## src/rtl/wake_sched.sv

```systemverilog
`default_nettype none
// ============================================================================
// Module      : wake_sched
// Description : Wake-word scheduler. Debounces per-frame classifier hits,
//               raises a wake level for a programmable hold time, then
//               enforces a programmable cooldown in which frames are ignored.
// Revision    : 1.0 - initial release
// ============================================================================
module wake_sched #(
   parameter int unsigned NUM_CLASSES = 3,
   parameter int unsigned WAKE_CLASS  = 0,
   parameter int unsigned CNT_BW      = 24,
   parameter int unsigned HIT_BW      = 4,
   parameter int unsigned HOLD_RST    = 8000000,
   parameter int unsigned COOL_RST    = 1600000,
   parameter int unsigned THRESH_RST  = 2
) (
   input  logic                   clk_i,
   input  logic                   rst_n_i,
   input  logic [NUM_CLASSES-1:0] data_i,
   input  logic                   valid_i,
   input  logic                   last_i,
   output logic                   ready_o,
   input  logic                   cfg_we_i,
   input  logic [1:0]             cfg_addr_i,
   input  logic [CNT_BW-1:0]      cfg_data_i,
   output logic                   wake_o,
   output logic                   trig_o,
   output logic [1:0]             state_o
);

   typedef enum logic [1:0] {
      ST_IDLE = 2'd0,
      ST_WAKE = 2'd1,
      ST_COOL = 2'd2
   } state_t;

   localparam logic [HIT_BW-1:0] c_hit_one = HIT_BW'(1);
   localparam logic [CNT_BW-1:0] c_cnt_one = CNT_BW'(1);

   state_t              r_state;
   state_t              w_state_nxt;
   logic [HIT_BW-1:0]   r_hit_cnt;
   logic [HIT_BW-1:0]   w_hit_cnt_nxt;
   logic [CNT_BW-1:0]   r_ctr;
   logic [CNT_BW-1:0]   w_ctr_nxt;
   logic [CNT_BW-1:0]   r_hold_len;
   logic [CNT_BW-1:0]   r_cool_len;
   logic [HIT_BW-1:0]   r_hit_thresh;
   logic                r_ready;
   logic                r_wake;
   logic                r_trig;

   logic                w_beat;
   logic                w_hit;
   logic                w_fire;
   logic [HIT_BW-1:0]   w_thr;
   logic [CNT_BW-1:0]   w_hl;
   logic [HIT_BW:0]     w_hit_inc;
   logic                w_unused_bits;

   // Only the wake class bit matters; the other class bits are deliberately ignored.
   assign w_unused_bits = ^data_i;

   assign w_beat    = valid_i & r_ready;
   assign w_hit     = data_i[WAKE_CLASS];
   // A programmed zero means "at least one": a threshold of 0 behaves as 1, a hold of 0 as 1 cycle.
   assign w_thr     = (r_hit_thresh == '0) ? c_hit_one : r_hit_thresh;
   assign w_hl      = (r_hold_len == '0) ? c_cnt_one : r_hold_len;
   // One extra bit so the threshold compare sees the true count even at all-ones.
   assign w_hit_inc = {1'b0, r_hit_cnt} + {{HIT_BW{1'b0}}, 1'b1};
   assign w_fire    = (r_state == ST_IDLE) && w_beat && w_hit && (w_hit_inc >= {1'b0, w_thr});

   assign ready_o = r_ready;
   assign wake_o  = r_wake;
   assign trig_o  = r_trig;
   assign state_o = r_state;

   // State, counters and registered outputs.
   always_ff @(posedge clk_i or negedge rst_n_i) begin
      if (!rst_n_i) begin
         r_state   <= ST_IDLE;
         r_hit_cnt <= '0;
         r_ctr     <= '0;
         r_ready   <= 1'b0;
         r_wake    <= 1'b0;
         r_trig    <= 1'b0;
      end else begin
         r_state   <= w_state_nxt;
         r_hit_cnt <= w_hit_cnt_nxt;
         r_ctr     <= w_ctr_nxt;
         r_ready   <= 1'b1;
         r_wake    <= (w_state_nxt == ST_WAKE);
         r_trig    <= w_fire;
      end
   end

   // Config registers; writes only land while idle so a running wake/cooldown is never disturbed.
   always_ff @(posedge clk_i or negedge rst_n_i) begin
      if (!rst_n_i) begin
         r_hold_len   <= CNT_BW'(HOLD_RST);
         r_cool_len   <= CNT_BW'(COOL_RST);
         r_hit_thresh <= HIT_BW'(THRESH_RST);
      end else if (cfg_we_i && (r_state == ST_IDLE)) begin
         case (cfg_addr_i)
            2'd0:    r_hold_len   <= cfg_data_i;
            2'd1:    r_cool_len   <= cfg_data_i;
            2'd2:    r_hit_thresh <= cfg_data_i[HIT_BW-1:0];
            default: ;
         endcase
      end
   end

   // Next-state, hit-counter and duration-counter logic.
   always_comb begin
      w_state_nxt   = r_state;
      w_hit_cnt_nxt = r_hit_cnt;
      w_ctr_nxt     = r_ctr;
      case (r_state)
         ST_IDLE: begin
            w_ctr_nxt = '0;
            if (w_beat) begin
               if (w_fire) begin
                  w_state_nxt   = ST_WAKE;
                  w_hit_cnt_nxt = '0;
               end else if (w_hit) begin
                  w_hit_cnt_nxt = (&r_hit_cnt) ? r_hit_cnt : w_hit_inc[HIT_BW-1:0];
               end else begin
                  w_hit_cnt_nxt = '0;
               end
               // End of an utterance segment breaks any partial run of hits.
               if (last_i && !w_fire) begin
                  w_hit_cnt_nxt = '0;
               end
            end
         end
         ST_WAKE: begin
            if (r_ctr == (w_hl - c_cnt_one)) begin
               w_ctr_nxt   = '0;
               w_state_nxt = (r_cool_len != '0) ? ST_COOL : ST_IDLE;
            end else begin
               w_ctr_nxt = r_ctr + c_cnt_one;
            end
         end
         ST_COOL: begin
            if (r_ctr == (r_cool_len - c_cnt_one)) begin
               w_ctr_nxt     = '0;
               w_hit_cnt_nxt = '0;
               w_state_nxt   = ST_IDLE;
            end else begin
               w_ctr_nxt = r_ctr + c_cnt_one;
            end
         end
         default: begin
            w_state_nxt   = ST_IDLE;
            w_ctr_nxt     = '0;
            w_hit_cnt_nxt = '0;
         end
      endcase
   end

endmodule
`default_nettype wire
```

## config.mk

```make
export PLATFORM = sky130hd
export DESIGN_NAME = wake_sched
export DESIGN_NICKNAME = d
export VERILOG_FILES = /design/src/rtl/wake_sched.sv
export SDC_FILE = /design/constraint.sdc
export NUM_CORES = 1
export LEC_CHECK = 0
export BUFFER_PORTS_ARGS = -buffer_cell sky130_fd_sc_hd__buf_2
export CAP_MARGIN = 15
export CORE_MARGIN = 2
export CORE_UTILIZATION = 25
export CTS_BUF_LIST = sky130_fd_sc_hd__clkbuf_4 sky130_fd_sc_hd__clkbuf_8 sky130_fd_sc_hd__clkbuf_16
export DETAILED_ROUTE_END_ITERATION = 16
export SLEW_MARGIN = 5
export SYNTH_ARGS = -nofsm -noshare
export SYNTH_HDL_FRONTEND = slang
export SYNTH_SLANG_ARGS = --single-unit
```

## constraint.sdc

```tcl
create_clock -name clk_i -period 3.4 [get_ports clk_i]
set_input_delay 0.68 -clock clk_i [delete_from_list [all_inputs] [get_ports clk_i]]
set_output_delay 0.68 -clock clk_i [all_outputs]
set_load 0.05 [all_outputs]
```

==> flow_summary.yaml <==
run_status:
  outcome: "finished, violations left"
  violations: "negative setup slack"
worst_hold_path:
  min_path_type: "in -> async"
logic_synthesis:
  synth_flop_cell: "dfrtp_1"
  synthAdderAreaFrac_pct: 2.83
  synthSimpleGateAreaFrac_pct: 23.3
  netlist_area_um2: 5750
  synthCells: 590
  muxShareOfSynthArea_pct: 10.5
  mappedNetlistNets: 637
  synth_top_family_by_area: "simple AND/OR/NAND/NOR gates"
  synth_xor_xnor_area_share_pct: 12.4
  avgSynthCellArea_um2: 9.75
  ys_seq_elements: 85
  synth_edf_count: 0
  seq_area_frac_synth_pct: 37.3
  ys_types: 69
  async_flop_share_pct: 100
  synth_compound_gate_area_share_pct: 9.76
  yosysWarnings: 0
timing:
  setup_viol: 26
  maxSlewHeadroom_pct: 55.0
  setup_slack_ns: -0.0840
  finalMaxSlewViolations: 0
  fmax_ghz: 0.287
  min_period_over_period_pct: 102
  rsz0062_at_grt: "yes"
  fin_crit_ns: 3.48
  skew_ns: 0.0115
  whs_ns: 0.307
  final-hold-violation-count: 0
  tightest_slew_ns: 0.670
clock_network:
  cts_inserted_buffers: 9
  cts_sinks: 85
  htree_levels: 3
  path_clk_slew_ns: 0.07
  cts_tree: "done"
  cts_root_buf: "clkbuf_16"
  clock_latency_ns: 0.36
  cts_buffer_depth: 2
finish:
  fillers: 2317
  multi_input_area_um2: 3450
  fin_cells: 951
  nets: 708
  final_core_util_pct: 30.8
  area_delta_synth_final_pct: 21.3
  seqCellArea_um2: 2140
  antenna_cells: 0
  final_cell_area_um2: 6980
  drive_gt1_share_pct: 33.3
critical_path:
  crit_type: "reg -> reg"
  cp_cell_sequence: "nor3_2, nand4_1, nor2_2, a21oi_2, ha_2, or4b_4, buf_6, nor4_2, xnor2_1, a21oi_1, nand4_1, nor4b_4, a41oi_4, o21ai_4, buf_12, nor2_1"
  worst_path_largest_cell_delay_ns: 0.54
  required_ns: 3.64
  startpoint: "r_hold_len[19]$_DFFE_PN1P_"
  crit_top_cell: "nand4_1"
  cp-end-kind: "flip-flop"
  rr_startpoint: "r_hold_len[19]$_DFFE_PN1P_"
  cp_slowest_cell: "dfstp_2"
  crit_arrival_ns: 3.73
  crit_path_max_fanout: 12
  start_kind: "flip-flop"
placed_design:
  gp_congestion: 0.940
  place_area_um2: 6600
  dp_hpwl_um: 11200
  dp_cells: 931
  port_buffers: 36
grt:
  antenna_found_initial: 0
  gr-total-overflow: 0
  track_usage_pct: 12.8
  grt_pass1_vias: 4590
  grt_pass1_wl_um: 24100
  grt_max_degree: 86
die:
  die_x_um: 156
  pin_count: 39
  die-area_um2: 24200
  rows: 55
  core-area_um2: 22600
  initial_utilization_pct: 25.4
  die_y_um: 156
route:
  viasPerCell: 4.89
  drt_pre_antenna_iters: 5
  vias: 4649
  finalWirelength_um: 15000
  final_antenna_net_count: 0
  first_iter_violations: 244
  drc: 0
  wire_per_inst_um: 15.8
pwr:
  power_mw: 2.07
  vdd_drop_max_uv: 334
  p_leak_nw: 3.15
  p_per_area_nw_per_um2: 297
flow_run:
  cap_violations: 0
==> placed cells by master (no fill, tap or decap), types with 15 or more instances in the layout <==
master,synthesis,layout
dfrtp_1,71,71
buf_4,0,54
mux2_2,49,49
nor2_1,45,44
xor2_1,42,42
xnor2_1,37,37
buf_2,5,35
nand2_1,25,25
nor2_2,20,21
nand4_1,20,20
nand3_1,20,20
inv_1,16,16
nor3_1,19,15
==> sequential cells by signal, indices dropped and copies added, names as in the netlist <==
name and cells:
r_hit_thresh 4, r_cool_len 24, wake_o 1, r_hold_len 24
r_hit_cnt 4, ready_o 1, state_o 2, trig_o 1
r_ctr 24
==> worst paths after layout <==
kind	endpoint	slack, ns	depth (start not counted)
worst max-delay path	r_ctr[23]$_DFF_PN0_	-0.08	16
max in group asynchronous	r_hold_len[9]$_DFFE_PN1P_	2.43	2
worst max register to register	r_ctr[23]$_DFF_PN0_	-0.08	16
worst min register to register	r_hit_thresh[2]$_DFFE_PN0P_	0.51	1
min in group clk_i	r_hit_thresh[2]$_DFFE_PN0P_	0.51	1
worst min-delay path	state_o[1]$_DFF_PN0_	0.31	1
==> what timing repair did <==
action / in CTS / in global routing
setup buffers: 0 / 3
resized for setup: 6 / 3
hold buffers: 0 / 0
pin swaps: 3 / 6
hold endpoints to repair: 0 / 0
setup endpoints to repair: 27 / 29
==> critical path, delay by kind of cell, from the launching register on <==
kind,cells,cell delay (ns)
AND/OR/NAND/NOR,8,1.55
XOR/XNOR,1,0.11
AO/OA/AOI/OAI,4,0.65
buffers and inverters,2,0.34
adder cells (fa/ha/maj),1,0.18
flip-flops,1,0.54
==> cell type report <==
type	instances	share of cell area (%)
tap	285	5.11
multi-input combinational	455	49.4
timing repair buffer	94	9.61
clock buffer	10	3.34
inverter	16	0.861
sequential	85	30.7
clock inverter	6	0.914
==> cells by family (layout without fill, tap and decap cells) <==
group,Yosys count,in the layout
buffers and inverters,50,126
other,1,1
adders and majority gates,13,13
xor gates and xnor gates,80,80
muxes,54,54
and+or+nand+nor,229,229
AOI/OAI and AO/OA,78,78
DFF,85,85
==> through the flow <==
step	TNS, ns	worst slack [ns]
finish	-1.78	-0.0840
global route	-5.95	-0.242
CTS	-3.56	-0.160
detailed placement	-4.89	-0.205
global placement	-3.78	-0.159
floorplan	-1.64	-0.0800
==> report_power, final <==
group | internal (mW) | switching, mW
combinational | 0.0175 | 0.0336
sequential | 1.01 | 0.000267
clock | 0.576 | 0.430
total | 1.61 | 0.464
==> synthesized netlist by cell type, types with 3 or more instances <==
cell,count,area [um^2]
mux2i_1,5,50.1
xnor2_1,37,324
o31ai_1,3,22.5
nor3b_1,5,37.5
or4_1,8,60.1
dfrtp_1,71,1780
and4_1,5,43.8
a2111oi_0,3,26.3
nor4_1,9,56.3
inv_1,16,60.1
a211oi_1,5,37.5
o21bai_1,3,22.5
o21ai_1,3,15.0
ha_1,13,163
clkbuf_1,23,86.3
nor2b_1,4,25.0
o21ai_0,13,65.1
buf_2,5,25.0
nand3b_1,3,22.5
nor2_1,45,169
dfstp_2,14,368
a21oi_1,15,75.1
nor2_2,20,125
or2_2,4,25.0
mux2_2,49,552
nand2b_1,10,62.6
nand2_1,25,93.8
nor4_4,3,63.8
nand4_1,20,125
and3_1,10,62.6
nand4b_1,3,26.3
nand3_1,20,100
nor3_1,19,95.1
or3_1,6,37.5
xor2_1,42,368
a31oi_1,7,43.8
buf_6,4,45.0
==> per-layer routing <==
layer / wire, um / vias to the layer above / track usage [%]
li1: - / 2268 / -
met1: 6970 / 2275 / 16.6
met2: 7260 / 86 / 21.4
met3: 456 / 20 / 2.03
met4: 304 / 0 / 5.02
met5: 0 / - / 0
Power figures use the tool's default switching activity.
